[src/rtl/shared_tlb_req_arbiter_pkg.sv]
// Shared MMU definitions for the L1-miss arbiter in front of the shared TLB / PTW.
// Provides the Sv32-derived VPN width, the arbiter state enum and requester ids.
package shared_tlb_req_arbiter_pkg;

    localparam int unsigned XLEN           = 32;
    localparam int unsigned SV32_OFFSET_W  = 12;
    localparam int unsigned SV32_VPN_W     = XLEN - SV32_OFFSET_W;

    typedef enum logic [2:0] {
        ST_IDLE     = 3'd0,
        ST_LOOKUP   = 3'd1,
        ST_WAIT_RSP = 3'd2,
        ST_PTW_REQ  = 3'd3,
        ST_PTW_WAIT = 3'd4
    } arb_state_e;

    typedef enum logic {
        REQ_ITLB = 1'b0,
        REQ_DTLB = 1'b1
    } req_id_e;

endpackage

[src/rtl/tlb_rr_pick2.sv]
// Two-way round-robin picker.
// Ports: valid[1:0] (bit 0 = ITLB, bit 1 = DTLB), last_grant (previous winner),
//        grant[1:0] one-hot winner (zero when nothing is valid).
module tlb_rr_pick2
    import shared_tlb_req_arbiter_pkg::*;
(
    input  logic [1:0] valid,
    input  req_id_e    last_grant,
    output logic [1:0] grant
);

    // On a tie the requester that did not win last time goes first.
    always_comb begin
        grant = valid;
        if (valid == 2'b11) begin
            grant = (last_grant == REQ_DTLB) ? 2'b01 : 2'b10;
        end
    end

endmodule

[src/rtl/shared_tlb_req_arbiter.sv]
// Sequences ITLB/DTLB misses into the single shared TLB and page-table walker.
// Ports:
//   clk_i, rst_ni (async, active-low), flush_i (kills the transaction in flight)
//   itlb_* / dtlb_*   : miss request handshake, VPN and one-cycle done pulse
//   err_o             : qualifies the done pulse with a PTW fault
//   stlb_*            : shared-TLB lookup request/response, stlb_vpn_o also feeds the PTW
//   is_instr_o        : owner of the current transaction is the ITLB
//   ptw_*             : walk request handshake and walk completion/fault
module shared_tlb_req_arbiter
    import shared_tlb_req_arbiter_pkg::*;
#(
    parameter int unsigned VPN_WIDTH = SV32_VPN_W
) (
    input  logic                 clk_i,
    input  logic                 rst_ni,
    input  logic                 flush_i,
    input  logic                 itlb_req_valid_i,
    output logic                 itlb_req_ready_o,
    input  logic [VPN_WIDTH-1:0] itlb_vpn_i,
    output logic                 itlb_done_o,
    input  logic                 dtlb_req_valid_i,
    output logic                 dtlb_req_ready_o,
    input  logic [VPN_WIDTH-1:0] dtlb_vpn_i,
    output logic                 dtlb_done_o,
    output logic                 err_o,
    output logic                 stlb_req_valid_o,
    input  logic                 stlb_req_ready_i,
    output logic [VPN_WIDTH-1:0] stlb_vpn_o,
    output logic                 is_instr_o,
    input  logic                 stlb_rsp_valid_i,
    input  logic                 stlb_rsp_hit_i,
    output logic                 ptw_req_valid_o,
    input  logic                 ptw_req_ready_i,
    input  logic                 ptw_done_i,
    input  logic                 ptw_err_i
);

    arb_state_e           state_q, state_d;
    logic                 kill_q, kill_d;
    req_id_e              last_grant_q;
    req_id_e              owner_q;
    logic [VPN_WIDTH-1:0] vpn_q;
    logic                 itlb_done_q, dtlb_done_q, err_q;
    logic                 stlb_req_valid_q, ptw_req_valid_q;
    logic                 done_d, err_d;
    logic [1:0]           grant;
    logic                 accept;

    tlb_rr_pick2 u_pick (
        .valid      ({dtlb_req_valid_i, itlb_req_valid_i}),
        .last_grant (last_grant_q),
        .grant      (grant)
    );

    // Accept only from IDLE; a flush in IDLE blocks the handshake for that cycle.
    assign accept = (state_q == ST_IDLE) && !flush_i && (grant != 2'b00);

    // Ready is combinational by design; gated by rst_ni so every output reads 0 in reset.
    assign itlb_req_ready_o = rst_ni && accept && grant[0];
    assign dtlb_req_ready_o = rst_ni && accept && grant[1];

    // Next-state, done and kill decisions.
    always_comb begin
        state_d = state_q;
        kill_d  = kill_q;
        done_d  = 1'b0;
        err_d   = 1'b0;
        case (state_q)
            ST_IDLE: begin
                if (accept) state_d = ST_LOOKUP;
            end
            ST_LOOKUP: begin
                if (flush_i)               state_d = ST_IDLE;
                else if (stlb_req_ready_i) state_d = ST_WAIT_RSP;
            end
            ST_WAIT_RSP: begin
                if (flush_i) begin
                    state_d = ST_IDLE;
                end else if (stlb_rsp_valid_i) begin
                    if (stlb_rsp_hit_i) begin
                        done_d  = 1'b1;
                        state_d = ST_IDLE;
                    end else begin
                        state_d = ST_PTW_REQ;
                    end
                end
            end
            ST_PTW_REQ: begin
                if (flush_i)              state_d = ST_IDLE;
                else if (ptw_req_ready_i) state_d = ST_PTW_WAIT;
            end
            ST_PTW_WAIT: begin
                // The walk cannot be aborted: a flush only suppresses its done pulse.
                if (ptw_done_i) begin
                    done_d  = !(kill_q || flush_i);
                    err_d   = !(kill_q || flush_i) && ptw_err_i;
                    kill_d  = 1'b0;
                    state_d = ST_IDLE;
                end else if (flush_i) begin
                    kill_d = 1'b1;
                end
            end
            default: state_d = ST_IDLE;
        endcase
    end

    // State, transaction registers and registered outputs.
    always_ff @(posedge clk_i or negedge rst_ni) begin
        if (!rst_ni) begin
            state_q          <= ST_IDLE;
            kill_q           <= 1'b0;
            last_grant_q     <= REQ_DTLB;
            owner_q          <= REQ_DTLB;
            vpn_q            <= '0;
            itlb_done_q      <= 1'b0;
            dtlb_done_q      <= 1'b0;
            err_q            <= 1'b0;
            stlb_req_valid_q <= 1'b0;
            ptw_req_valid_q  <= 1'b0;
        end else begin
            state_q          <= state_d;
            kill_q           <= kill_d;
            itlb_done_q      <= done_d && (owner_q == REQ_ITLB);
            dtlb_done_q      <= done_d && (owner_q == REQ_DTLB);
            err_q            <= err_d;
            stlb_req_valid_q <= (state_d == ST_LOOKUP);
            ptw_req_valid_q  <= (state_d == ST_PTW_REQ);
            if (accept) begin
                vpn_q        <= grant[0] ? itlb_vpn_i : dtlb_vpn_i;
                owner_q      <= grant[0] ? REQ_ITLB : REQ_DTLB;
                last_grant_q <= grant[0] ? REQ_ITLB : REQ_DTLB;
            end
        end
    end

    assign itlb_done_o      = itlb_done_q;
    assign dtlb_done_o      = dtlb_done_q;
    assign err_o            = err_q;
    assign stlb_req_valid_o = stlb_req_valid_q;
    assign ptw_req_valid_o  = ptw_req_valid_q;
    assign stlb_vpn_o       = vpn_q;
    assign is_instr_o       = (owner_q == REQ_ITLB);

endmodule

[config.mk]
export PLATFORM = sky130hd
export DESIGN_NAME = shared_tlb_req_arbiter
export DESIGN_NICKNAME = d
export VERILOG_FILES = /design/src/rtl/shared_tlb_req_arbiter_pkg.sv /design/src/rtl/tlb_rr_pick2.sv /design/src/rtl/shared_tlb_req_arbiter.sv
export SDC_FILE = /design/constraint.sdc
export NUM_CORES = 1
export LEC_CHECK = 0
export BUFFER_PORTS_ARGS = -buffer_cell sky130_fd_sc_hd__buf_4
export CORE_ASPECT_RATIO = 1.1
export CORE_MARGIN = 2
export CORE_UTILIZATION = 45
export CTS_BUF_LIST = sky130_fd_sc_hd__clkbuf_4 sky130_fd_sc_hd__clkbuf_8
export CTS_CLUSTER_SIZE = 14
export DETAILED_ROUTE_END_ITERATION = 16
export HOLD_SLACK_MARGIN = 0.15
export MAX_ROUTING_LAYER = met4
export PLACE_DENSITY = 0.79
export SLEW_MARGIN = 20
export SYNTH_ARGS = -nofsm -noshare
export SYNTH_HDL_FRONTEND = slang
export SYNTH_SLANG_ARGS = --single-unit
export TNS_END_PERCENT = 10
[constraint.sdc]
create_clock -name clk_i -period 1.8 [get_ports clk_i]
set_input_delay 0.09 -clock clk_i [delete_from_list [all_inputs] [get_ports clk_i]]
set_output_delay 0.09 -clock clk_i [all_outputs]
set_load 0.05 [all_outputs]
== Word level (Yosys, flattened, before mapping) ==
Cells that the tools add are included.
Word-level totals
  word-level logic and storage cells: 55
  output and inout bits: 28
  bits of input ports: 51
  bits in registers: 30
Operators by class
  bitwise gates (word level): 1
  mux-type cells: 23
  equal/unequal tests: 7
  reduce and logical (&&, ||, !) cells: 15
Operators with widths (number)
  two-way mux 3 bit: 8
  two-way mux 20 bit: 1
  case mux 3 bit (5 select lines): 1
  equality test 3 x 2 -> 1 bit (second input constant): 3
  two-way mux 1 bit: 9
  logical AND 1 bit: 8
  equality test 3 x 1 -> 1 bit (second input constant): 2
  two-way mux 2 bit: 3
  nonzero test 2 bit: 2
  equality test 3 bit (second input constant): 1
  logical NOT 3 bit: 1
  equality test 2 bit (second input constant): 1
  logical NOT 1 bit: 2
  case mux 1 bit (2 select lines): 1
  AND reduction 2 bit: 1
  logical OR 1 bit: 1
  inverter 1 bit: 1

== Longest topological paths before layout ==
  word-level depth: 7
  gate-level depth with buffers: 5
  depth with buffers taken out: 3

== Cells and area by module ==
A second synthesis with hierarchy kept.
Unflattened totals
  cell total of the unflattened synthesis: 115
  area total of the unflattened synthesis: 1596.5 µm²
Modules (own cells, without submodules)
  shared_tlb_req_arbiter: area an instance 1577.8 µm², times used 1, seq. area each 752.0 µm², cells each 112
  tlb_rr_pick2: area an instance 18.8 µm², times used 1, seq. area each 0.0 µm², cells each 3

== Worst setup path after synthesis ==
No wires, ideal clock.
  path type: reg2out
  start point: register owner_q (netlist name)
  end point: output port itlb_req_ready_o
  data required time: 1.710 ns
  arrival: 1.338 ns
  path buffers: 1
  path slack: 0.372 ns
  stages on the path, launching flop included: 4
  cell sequence: dfstp_2 > nor2b_1 > clkbuf_1 > and4b_1
RTL lines
  to (decl): RTL line shared_tlb_req_arbiter.sv:18  | output logic itlb_req_ready_o,

== Final worst setup path ==
  start point: register state_q[0]
  end point: register ptw_req_valid_q (netlist: ptw_req_valid_o)
Between the ends
  cells in the longest elaborated chain, start to end: 6
  elaborated cells between the ends (all ways): 17
  classes of those cells: 5 x eq/ne; 9 x mux; 3 x reduce/logical
RTL lines
  from (decl): RTL line shared_tlb_req_arbiter.sv:38  | arb_state_e state_q, state_d;
  from (signal assigned): RTL line shared_tlb_req_arbiter.sv:121  | state_q <= state_d;
  logical NOT 3 bit: RTL line shared_tlb_req_arbiter.sv:56, shared_tlb_req_arbiter.sv:68
  logical AND 1 bit (2 in a row): RTL line shared_tlb_req_arbiter.sv:56  | assign accept = (state_q == ST_IDLE) && !flush_i && (grant != 2'b00);
  two-way mux 3 bit: RTL line shared_tlb_req_arbiter.sv:70  | if (accept) state_d = ST_LOOKUP;
  case mux 3 bit (5 select lines) *: RTL line shared_tlb_req_arbiter.sv:68  | case (state_q)
  equality test 3 x 2 -> 1 bit *: RTL line shared_tlb_req_arbiter.sv:127  | ptw_req_valid_q <= (state_d == ST_PTW_REQ);
  to (signal assigned): RTL line shared_tlb_req_arbiter.sv:127
  to (decl): RTL line shared_tlb_req_arbiter.sv:44  | logic stlb_req_valid_q, ptw_req_valid_q;
Every way passes the cells marked *; elsewhere a longest branch is shown, timed or not.
A chain may end at the register's enable or synchronous reset.

==> results.txt <==
WL per Instance - 20.8 um
Clk Latency, worst-skew pair - 350 ps
Sequential Power Share - 0.336
vias in the first global route - 1872
Die Height - 65.5 um
Max-cap violations - 0
total congestion overflow - 0
non-filler cells, final - 290
clock buffer depth - 2
largest area contributor in the netlist - dfrtp_1
Buf+Inv Stages, Crit Path - 2
setup violators final - 0
Syn. warnings - 0
Inserted Diodes - 0
initial antenna violation count - 0
first-pass GRT wire length - 9.07 mm
Top delay family on crit path - buffers and inverters
DRT antenna net count - 0
gp weighted congestion - 0.759
Core Area - 0.00330 mm2
crit-path max FO - 11
status - complete, no violations
CTS Sinks - 30
Async SR Flop Fraction - 1.00
H-Tree Depth - 2
startpoint types - flop
min-delay worst type - in2reg
DR vias - 1704
Root Buffer - clkbuf_4
Max-Slew Margin vs Limit - 0.503
Starting Density - 0.469
RSZ-0062 raised after global routing - no
synth cell count leaders - dfrtp_1, o32ai_1, a2bb2oi_2
Syn Inst Count - 121
Fin Hold WS - 197 ps
Seq/Total Area, Yosys - 0.486
Post-synth EDFFs - 0
fin. max-slew vios - 0
die area - 0.00393 mm2
Detail Placement HPWL - 3.10 mm
internal cell power - 1.62 mW
vias per inst - 5.88
CTS Buf Count - 5
post-layout min period - 1730 ps
largest net degree at the start of global routing - 30
Pre-Repair DR Iteration Count - 4
R2R Setup Slk - 70 ps
Iteration-0 DRC Markers - 83
Area contributors post-synth - dfrtp_1, a2bb2oi_2, o32ai_1, clkbuf_1, dfstp_2
row count - 22
CTS clk-pin slew, worst paths - 90 ps
Post-Route Utilization - 0.838
Crit path arrival time - 2010 ps
critical path class - reg2reg
PwrDens - 1030 mW/mm2
post-synth top area share - 0.469
Hold Fails Final Rpt - 0
Filler Cell Count - 182
Synth-to-Final Area Change - 78.7%
most instantiated library cell after synthesis - dfrtp_1
Clock Skew - 9.30 ps
Remaining DRCs - 0
Mapped Avg Cell Area - 12.8 um2
Slew @ Worst Pin - 744 ps
leak pwr - 1.22 nW
input/output buffers - 78
placed insts - 230
clock share of power - 0.161
Final Power - 2.85 mW
Main synth FF type - dfrtp_1
logic gate share of total power - 0.503
Synth Cell Area - 0.00155 mm2
max incr delay on CP - 590 ps
CP max stage cell - dlygate4sd3_1
Max VDD drop - 841 uV
Worst setup EP type - flop
Overall Global Routing Usage - 0.325
total negative slack - 0 ps
switching power - 1.23 mW
die width - 59.9 um
I/O pin total - 79
Detailed Route WL - 6.04 mm
Net Sw Frac - 0.432
worst path cell trace - buf_6 > or3b_1 > dlygate4sd3_1 > a21oi_2
Fmax - 578 MHz
Critical Path RT - 2080 ps
Synth Net Count - 172
layout cell share with drive strength beyond 1 - 0.476
final worst path period share - 0.961
Yosys reg bits - 30
distinct cell type count after synthesis - 35
CTS tree - built
nets - 304
-- timing repair --
item | in CTS | in global routing
hold buffers | 52 | 0
gates resized for setup | 1 | 5
pin swaps | 0 | 1
setup endpoints to repair | 1 | 5
endpoints found under the hold margin | 58 | 0
buffers inserted | 0 | 0
-- layout by cell type (no fill, tap or decap), types with 2 or more instances in the layout --
cell type | synthesis | layout
o32ai_1 | 20 | 20
a2bb2oi_2 | 18 | 18
nor2_1 | 3 | 3
dlygate4sd3_1 | 0 | 52
inv_1 | 3 | 3
a21oi_1 | 4 | 3
clkbuf_4 | 0 | 6
or3b_1 | 3 | 3
nand2_1 | 2 | 2
dfrtp_2 | 0 | 2
a2bb2oi_1 | 2 | 2
dfrtp_1 | 29 | 27
nor3_1 | 2 | 2
buf_4 | 1 | 84
nor2b_1 | 3 | 2
-- sequential cells by signal (all words and copies together) (netlist names) --
name and flops:
owner_q 1, err_o 1, stlb_vpn_o 20, ptw_req_valid_o 1, dtlb_done_o 1, stlb_req_valid_o 1, itlb_done_o 1, kill_q 1
state_q 3
-- final cells by class --
| class | instances | area, um2 | share of cell area |
|---|---|---|---|
| tap | 36 | 45.0 | 0.0163 |
| multi-input combinational | 76 | 729 | 0.264 |
| sequential | 30 | 754 | 0.273 |
| clock buffer | 7 | 58.8 | 0.0213 |
| inverter | 3 | 11.3 | 0.00407 |
| timing repair buffer | 137 | 1160 | 0.420 |
| clock inverter | 1 | 5.00 | 0.00181 |
-- kinds of logic (layout without fill, tap and decap cells) --
logic type             count (synthesis)  in the layout  synth area share
DFF                                   30             30             0.486
AOI/OAI and AO/OA                     55             55             0.369
buffers and inverters                 15            148            0.0501
and+or+nand+nor                       21             21            0.0946
-- worst register-to-register path, stage by stage, from the launching register on --
cell           delay [ps]
dfrtp_1               420
buf_6                 160
or3b_1                390
dlygate4sd3_1         590
a21oi_2               110
-- metrics by stage --
stage | setup slack, ps | cell area (um2)
2_1_floorplan | 372 | 1550
3_3_place_gp | 304 | 2160
3_5_place_dp | 188 | 2160
4_1_cts | 2.92 | 2750
5_1_grt | 6.40 | 2770
6_report | 69.6 | 2770
-- power groups by stage --
| stage | Sequential, mW | Combinational (mW) | Clock [mW] |
|---|---|---|---|
| after floorplan | 1.39 | 0.430 | 0 |
| after global placement | 0.944 | 1.27 | 0 |
| after detailed placement | 0.951 | 1.30 | 0 |
| after CTS | 0.941 | 1.40 | 0.456 |
| after global routing | 0.973 | 1.49 | 0.492 |
| final | 0.958 | 1.44 | 0.459 |
-- path summary, 6_finish.rpt --
| kind | start | endpoint | cells after the start |
|---|---|---|---|
| setup / recovery | state_q[0] | ptw_req_valid_o | 4 |
| hold / removal | itlb_req_valid_i | state_q[0] | 4 |
| setup reg to reg | state_q[0] | ptw_req_valid_o | 4 |
| hold reg to reg | owner_q | itlb_done_o | 1 |
| max in group asynchronous | rst_ni | state_q[0] | 3 |
| min in group asynchronous | rst_ni | stlb_vpn_o[6] | 3 |
-- per-layer routing --
layer / routed length [um] / GRT usage
met5: 0 / -
met4: 300 / 0.153
met3: 294 / 0.0728
met2: 3290 / 0.557
met1: 2150 / 0.349
Note: power is estimated with default switching activity, not from simulation.
